## src/rtl/fpu_fma_wb_queue_pkg.sv

```systemverilog
// Shared FPU writeback types: field widths, exception-flag bit positions and
// the payload carried from the FMA pipe to the register-file write port.
package fpu_fma_wb_queue_pkg;

   localparam int unsigned FP_TAG_W   = 5;
   localparam int unsigned FP_EXC_W   = 5;
   localparam int unsigned FP_REC_W_D = 65;

   // Bit positions within the exception-flag vector
   localparam int unsigned EXC_NV = 4;
   localparam int unsigned EXC_DZ = 3;
   localparam int unsigned EXC_OF = 2;
   localparam int unsigned EXC_UF = 1;
   localparam int unsigned EXC_NX = 0;

   typedef struct packed {
      logic [FP_TAG_W-1:0]   rd;
      logic                  single;
      logic [FP_REC_W_D-1:0] data;
      logic [FP_EXC_W-1:0]   exc;
   } fpu_wb_entry_t;

endpackage

```

## src/rtl/fpu_wb_fifo.sv

```systemverilog
// Small result FIFO for FMA writeback entries; head is read combinationally
// from storage, pointers and count are registered.
module fpu_wb_fifo
   import fpu_fma_wb_queue_pkg::*;
#(
   parameter int unsigned DEPTH = 4
) (
   input  logic                         clk,
   input  logic                         rst_n,
   input  logic                         push,
   input  fpu_wb_entry_t                push_entry,
   input  logic                         pop,
   output fpu_wb_entry_t                head,
   output logic [$clog2(DEPTH+1)-1:0]   count
);

   localparam int unsigned PTR_W = $clog2(DEPTH);
   localparam int unsigned CNT_W = $clog2(DEPTH + 1);

   fpu_wb_entry_t    mem [DEPTH];
   logic [PTR_W-1:0] wptr;
   logic [PTR_W-1:0] rptr;
   logic             do_pop;

   assign do_pop = pop && (count != '0);
   assign head   = mem[rptr];

   always_ff @(posedge clk or negedge rst_n) begin
      if (!rst_n) begin
         mem   <= '{default: '0};
         wptr  <= '0;
         rptr  <= '0;
         count <= '0;
      end else begin
         if (push) begin
            mem[wptr] <= push_entry;
            wptr      <= wptr + PTR_W'(1);
         end
         if (do_pop) begin
            rptr <= rptr + PTR_W'(1);
         end
         count <= count + CNT_W'(push) - CNT_W'(do_pop);
      end
   end

   // Credits upstream guarantee a free slot for every arriving result
   overflow_a: assert property (@(posedge clk) disable iff (!rst_n)
                                !(push && (count == CNT_W'(DEPTH))));

endmodule

```

## src/rtl/fpu_fma_wb_queue.sv

```systemverilog
// Tracks ops through the fixed-latency FMA pipe, captures their results into a
// writeback FIFO, and withholds issue credit so no result can be dropped.
module fpu_fma_wb_queue
   import fpu_fma_wb_queue_pkg::*;
#(
   parameter int unsigned LATENCY = 4,
   parameter int unsigned DEPTH   = 4,
   parameter int unsigned DATA_W  = FP_REC_W_D,
   parameter int unsigned TAG_W   = FP_TAG_W,
   parameter int unsigned EXC_W   = FP_EXC_W
) (
   input  logic              clock,
   input  logic              reset,
   input  logic              issue_valid,
   output logic              issue_ready,
   input  logic [TAG_W-1:0]  issue_rd,
   input  logic              issue_single,
   input  logic              kill,
   input  logic [DATA_W-1:0] fma_data,
   input  logic [EXC_W-1:0]  fma_exc,
   output logic              wb_valid,
   input  logic              wb_ready,
   output logic [TAG_W-1:0]  wb_rd,
   output logic              wb_single,
   output logic [DATA_W-1:0] wb_data,
   output logic [EXC_W-1:0]  wb_exc
);

   localparam int unsigned CRD_W = $clog2(DEPTH + 1);

   logic [LATENCY-1:0] trk_v;
   logic [LATENCY-1:0] trk_single;
   logic [TAG_W-1:0]   trk_rd [LATENCY];
   logic [CRD_W-1:0]   credit;
   logic [CRD_W-1:0]   fifo_count;
   logic               accept;
   logic               killed;
   logic               push;
   logic               pop;
   fpu_wb_entry_t      push_entry;
   fpu_wb_entry_t      head;

   assign issue_ready = credit < CRD_W'(DEPTH);
   assign accept      = issue_valid && issue_ready;
   assign killed      = kill && trk_v[0];
   assign push        = trk_v[LATENCY-1];
   assign wb_valid    = fifo_count != '0;
   assign pop         = wb_valid && wb_ready;

   // Result capture: the final tracker stage lines up with the pipe output
   always_comb begin
      push_entry        = '0;
      push_entry.rd     = FP_TAG_W'(trk_rd[LATENCY-1]);
      push_entry.single = trk_single[LATENCY-1];
      push_entry.data   = FP_REC_W_D'(fma_data);
      push_entry.exc    = FP_EXC_W'(fma_exc);
   end

   // Tag tracker shifts every cycle; credit covers in-flight tags plus buffered results
   always_ff @(posedge clock or negedge reset) begin
      if (!reset) begin
         trk_v      <= '0;
         trk_single <= '0;
         trk_rd     <= '{default: '0};
         credit     <= '0;
      end else begin
         trk_v[0]      <= accept;
         trk_single[0] <= issue_single;
         trk_rd[0]     <= issue_rd;
         trk_v[1]      <= trk_v[0] && !kill;
         for (int unsigned i = 1; i < LATENCY; i++) begin
            trk_single[i] <= trk_single[i-1];
            trk_rd[i]     <= trk_rd[i-1];
         end
         for (int unsigned i = 2; i < LATENCY; i++) begin
            trk_v[i] <= trk_v[i-1];
         end
         credit <= credit + CRD_W'(accept) - CRD_W'(pop) - CRD_W'(killed);
      end
   end

   fpu_wb_fifo #(
      .DEPTH (DEPTH)
   ) u_fifo (
      .clk        (clock),
      .rst_n      (reset),
      .push       (push),
      .push_entry (push_entry),
      .pop        (pop),
      .head       (head),
      .count      (fifo_count)
   );

   assign wb_rd     = TAG_W'(head.rd);
   assign wb_single = head.single;
   assign wb_data   = DATA_W'(head.data);
   assign wb_exc    = EXC_W'(head.exc);

endmodule

```

## config.mk

```make
export PLATFORM = sky130hd
export DESIGN_NAME = fpu_fma_wb_queue
export DESIGN_NICKNAME = d
export VERILOG_FILES = /design/src/rtl/fpu_fma_wb_queue_pkg.sv /design/src/rtl/fpu_wb_fifo.sv /design/src/rtl/fpu_fma_wb_queue.sv
export SDC_FILE = /design/constraint.sdc
export NUM_CORES = 1
export LEC_CHECK = 0
export CAP_MARGIN = 20
export CORE_MARGIN = 3
export CORE_UTILIZATION = 31
export DETAILED_ROUTE_END_ITERATION = 6
export MAX_ROUTING_LAYER = met4
export SLEW_MARGIN = 20
export SYNTH_ARGS = -nofsm -noshare
export SYNTH_HDL_FRONTEND = slang
export SYNTH_SLANG_ARGS = --single-unit
```

## constraint.sdc

```tcl
create_clock -name clock -period 3.5 [get_ports clock]
set_input_delay 0.7 -clock clock [delete_from_list [all_inputs] [get_ports clock]]
set_output_delay 0.7 -clock clock [all_outputs]
set_load 0.005 [all_outputs]
```

# Word-level counts from Yosys, hierarchy flattened
# Cells that the tools add are included.
# word_totals
ff_bits	342
in_bits	81
output_inout_bits	78
elab_cells	53
# classes
addsub	7
n_lt_le_gt_ge	4
mux	6
bitwise	2
n_reduce_logical	8
# ops
op	n
304-bit bitwise mux	1
76-bit 2-to-1 mux	3
76-bit binary-select mux with 2-bit select	1
76-bit demux with 2-bit select	1
3-bit by 1-bit subtractor with 3-bit output	3
3-bit by 1-bit adder with 3-bit output	2
3-bit greater-or-equal comparator, second input constant	2
1-bit logical AND	6
2-bit inverter with 3-bit output	2
2-bit by 1-bit adder with 2-bit output, second input constant	2
3-bit by 1-bit less-than comparator with 1-bit output, second input constant	1
3-bit less-than comparator, second input constant	1
3-bit nonzero test	1
1-bit logical NOT	1

# Depth between registers and ports, before layout
# depth
word_depth	6
mapped_depth	8
depth_no_buf	8

# By module
# A second synthesis with hierarchy kept.
# unflattened
cells_unflattened	814
area_unflattened_um2	14400.1
# modules_own_cells
module	instances	cells_per_inst	area_each_um2	seq_area_each_um2
fpu_wb_fifo	1	768	13487.9	7782.5
fpu_fma_wb_queue	1	46	912.1	775.7

# Worst setup path before layout
# OpenSTA, ideal clock, no wires.
# synth_path
path_kind	input -> register
start	input kill
end	register credit[2]
setup_time_ns	0.123
t_arrival_ns	1.938
required_ns	3.377
setup_slack_ns	1.439
stages	7
path_buffers	0
path_cell_list	and2_1 fa_1 inv_1 ha_1 ha_1 xnor2_1 xnor2_1
# synth_between
elab_chain_cells	2
# synth_rtl
item	line_no	rtl
start, declared	fpu_fma_wb_queue.sv:18	input logic kill,
1-bit logical AND	fpu_fma_wb_queue.sv:45	assign killed = kill && trk_v[0];
3-bit by 1-bit subtractor with 3-bit output	fpu_fma_wb_queue.sv:78	credit <= credit + CRD_W'(accept) - CRD_W'(pop) - CRD_W'(killed);
end signal, assigned	fpu_fma_wb_queue.sv:78	
end, declared	fpu_fma_wb_queue.sv:34	logic [CRD_W-1:0] credit;
# Every way passes these cells.
# A chain may end at the register's enable or synchronous reset.

# Worst setup path after layout
# layout_path
start	register u_fifo.rptr[0]
end	output wb_data[29]
# layout_between
elab_chain_cells	4
# layout_rtl
item	line_no	rtl
start, declared	fpu_wb_fifo.sv:22	logic [PTR_W-1:0] rptr;
start signal, assigned	fpu_wb_fifo.sv:40	rptr <= rptr + PTR_W'(1);
2-bit inverter with 3-bit output (not written as such)	fpu_wb_fifo.sv:26	assign head = mem[rptr];
76-bit binary-select mux with 2-bit select	fpu_wb_fifo.sv:26	
76-bit 2-to-1 mux (not written as such) (2 in series)	fpu_wb_fifo.sv:26	
end, declared	fpu_fma_wb_queue.sv:25	output logic [DATA_W-1:0] wb_data,
# Every way passes these cells. The select of a mux whose other input is x is not followed.

==> flow_metrics.py <==
metrics = {
    "clocking": {
        "cts.hold.buffers_added": 0,
        "cts_sinks": 342,
        "cts-htree-levels": 2,
        "ctsResizeCount": 0,
        "cts_setup_buffers": 0,
        "clk_pin_slew_worst_paths_ns": 0.06,
        "cts-root-buf": "clkbuf_16",
        "cts_tree": "done",
        "clock_latency_ns": 0.54,
        "clockBufferDepth": 3,
        "cts_made_buffers": 40,
    },
    "synthesis": {
        "syn_inst": 815,
        "yosys-top-cells-area": "dfrtp_1, mux2_2, mux4_2",
        "yosys_warnings": 0,
        "ys_types": 23,
        "ys_seq_area_share_pct": 59.4,
        "synth_seq_cells": 342,
        "syn_avg_cell_area_um2": 17.7,
        "yosys.area.top_type_share_pct": 59.4,
        "syn_area_um2": 14400,
        "synth_top_area_cell": "dfrtp_1",
        "synth_nets": 907,
    },
    "final_layout": {
        "final_cell_mix": "dfrtp_1, mux2_2, clkdlybuf4s50_1",
        "multiInputGateArea_um2": 5450,
        "layout_commonest_cell": "dfrtp_1",
        "antennaDiodeCount": 0,
        "ff_latch_area_um2": 8570,
        "postLayoutCoreUtil_pct": 39.4,
        "drive_gt1_share_pct": 43.7,
        "area_growth_pct": 24.8,
        "fin_nets": 1074,
        "fill_cells": 4208,
        "final-instance-count-excl-fill": 1611,
    },
    "placed_design": {
        "port_buffers": 158,
        "dp_cells": 1540,
        "place.gp.congestion": 0.718,
        "dpl.hpwl_mm": 18.0,
    },
    "hold_path": {
        "hold_path.class": "primary input to asynchronous set/reset pin",
    },
    "global_route": {
        "grt_pass1_vias": 8472,
        "grt_pass1_wl_mm": 48.9,
        "grt_max_degree": 81,
        "track_usage_pct": 12.7,
        "overflow": 0,
        "antenna_found_initial": 0,
    },
    "floorplan": {
        "coreArea_um2": 45700,
        "num_io_pins": 159,
        "fp.dieH_um": 222,
        "rows": 78,
        "dieArea_um2": 49100,
        "die-width_um": 222,
        "start_util_pct": 31.5,
    },
    "timing": {
        "timing.hold.ws_ns": 0.174,
        "drv_slew": 0,
        "fmax_mhz": 316,
        "min_period_ns": 3.16,
        "rsz0062_at_grt": "no",
        "finalHoldViolCount": 0,
        "fin_tns_setup_ns": 0,
        "fin_skew_ns": 0.0193,
        "finalSetupViolations": 0,
        "fin_crit_sh_pct": 90.3,
        "worstMarginPinSlew_ns": 0.716,
        "slew_headroom_pct": 52.2,
    },
    "route": {
        "initialDrtViolationCount": 305,
        "avgRoutedWirePerCell_um": 18.5,
        "drc": 0,
        "drt-total-wl_mm": 29.8,
        "route.vias.total": 7598,
        "detail-route-antenna-nets": 0,
        "first_pass_iters": 4,
        "vias_per_cell": 4.72,
    },
    "power": {
        "p_per_area_nw_per_um2": 978,
        "power_switching_mw": 4.72,
        "p_int_mw": 12.9,
        "power_mw": 17.6,
        "peakVddDrop_mv": 0.528,
        "swShare_pct": 26.8,
        "p_leak_nw": 7.44,
        "power_frac_seq_pct": 38.4,
        "pwr-share-clk_pct": 23.5,
        "power_frac_comb_pct": 38.1,
    },
    "critical_path": {
        "startpoint_type": "flop",
        "crit_fanout": 39,
        "rrSetupSlack_ns": 1.36,
        "end_kind": "output pin",
        "required_ns": 2.80,
        "worst_ep_arrival_time_ns": 2.46,
        "path_class": "flop to output pin",
    },
    "outcome": {
        "status": "finished, final reports clean",
    },
    "run": {
        "cap_violations": 0,
    },
}
==> worst max-delay path: stages (launching register included) <==
cell             delay, ns
dfrtp_4               0.49
buf_12                0.31
mux4_2                0.57
clkdlybuf4s50_1       0.46
==> cell type report <==
class | count | share of cell area, %
clock buffer | 57 | 6.42
clock inverter | 14 | 0.926
inverter | 11 | 0.230
multi-input combinational | 411 | 30.3
sequential | 342 | 47.6
tap | 600 | 4.18
timing repair buffer | 176 | 10.3
==> worst paths after layout <==
path	start	endpoint	cells past startpoint
max	u_fifo.rptr[0]$_DFFE_PN0P_	wb_data[29]	3
min	reset	u_fifo.mem[45]$_DFFE_PN0P_	1
max reg2reg	u_fifo.wptr[0]$_DFFE_PN0P_	u_fifo.mem[102]$_DFFE_PN0P_	5
min reg2reg	trk_rd[9]$_DFF_PN0_	push_entry[75]$_DFF_PN0_	0
max in group asynchronous	reset	u_fifo.mem[9]$_DFFE_PN0P_	2
min in group clock	trk_rd[9]$_DFF_PN0_	push_entry[75]$_DFF_PN0_	0
==> power by group through the flow <==
stage | logic, mW | clock network (mW) | registers, mW
floorplan | 4.19 | 0 | 6.46
global route | 7.23 | 4.47 | 6.99
finish | 6.70 | 4.13 | 6.75
global placement | 6.76 | 0 | 6.74
CTS | 6.88 | 4.30 | 6.75
detailed placement | 6.86 | 0 | 6.81
==> through the flow <==
| stage | cell area, um^2 | setup slack [ns] |
|---|---|---|
| global placement | 16700 | 0.871 |
| global route | 18000 | 0.213 |
| finish | 18000 | 0.338 |
| floorplan | 14400 | 1.44 |
| detailed placement | 16700 | 0.852 |
| CTS | 18000 | 0.263 |
==> kinds of logic after synthesis <==
family          count (synthesis)  synth area share, %
buf+inv                        62                 2.86
xor+xnor                        7                0.426
fa+ha+maj                      11                 1.06
simple gates                    9                0.356
mux                           380                 35.7
flops                         342                 59.4
compound gates                  4                0.217
==> cell usage after synthesis <==
| cell type | number |
|---|---|
| ha_1 | 9 |
| inv_1 | 11 |
| nand2_2 | 3 |
| mux2_2 | 278 |
| fa_1 | 2 |
| mux2_1 | 26 |
| nand2_1 | 2 |
| buf_4 | 19 |
| o311ai_0 | 1 |
| xor2_1 | 2 |
| and2_1 | 1 |
| buf_12 | 2 |
| clkbuf_1 | 3 |
| buf_8 | 1 |
| buf_2 | 21 |
| buf_6 | 5 |
| or3_1 | 1 |
| o31a_1 | 2 |
| nor2b_1 | 2 |
| dfrtp_1 | 342 |
| mux4_2 | 76 |
| xnor2_1 | 5 |
| o21ai_0 | 1 |
==> metal layers <==
metal / up-vias / global-route usage (%) / wire length (um)
met5: - / - / 0
met4: 0 / 3.94 / 619
met3: 40 / 2.74 / 1240
met2: 125 / 21.0 / 14900
met1: 4075 / 15.9 / 13000
li1: 3358 / - / -
==> state kept, by name, indices dropped and copies added, names as in the netlist <==
register      cells
u_fifo.count      3
credit            3
u_fifo.rptr       2
trk_single        4
trk_rd           15
push_entry        5
trk_v             4
u_fifo.mem      304
u_fifo.wptr       2
Power figures use the tool's default switching activity.
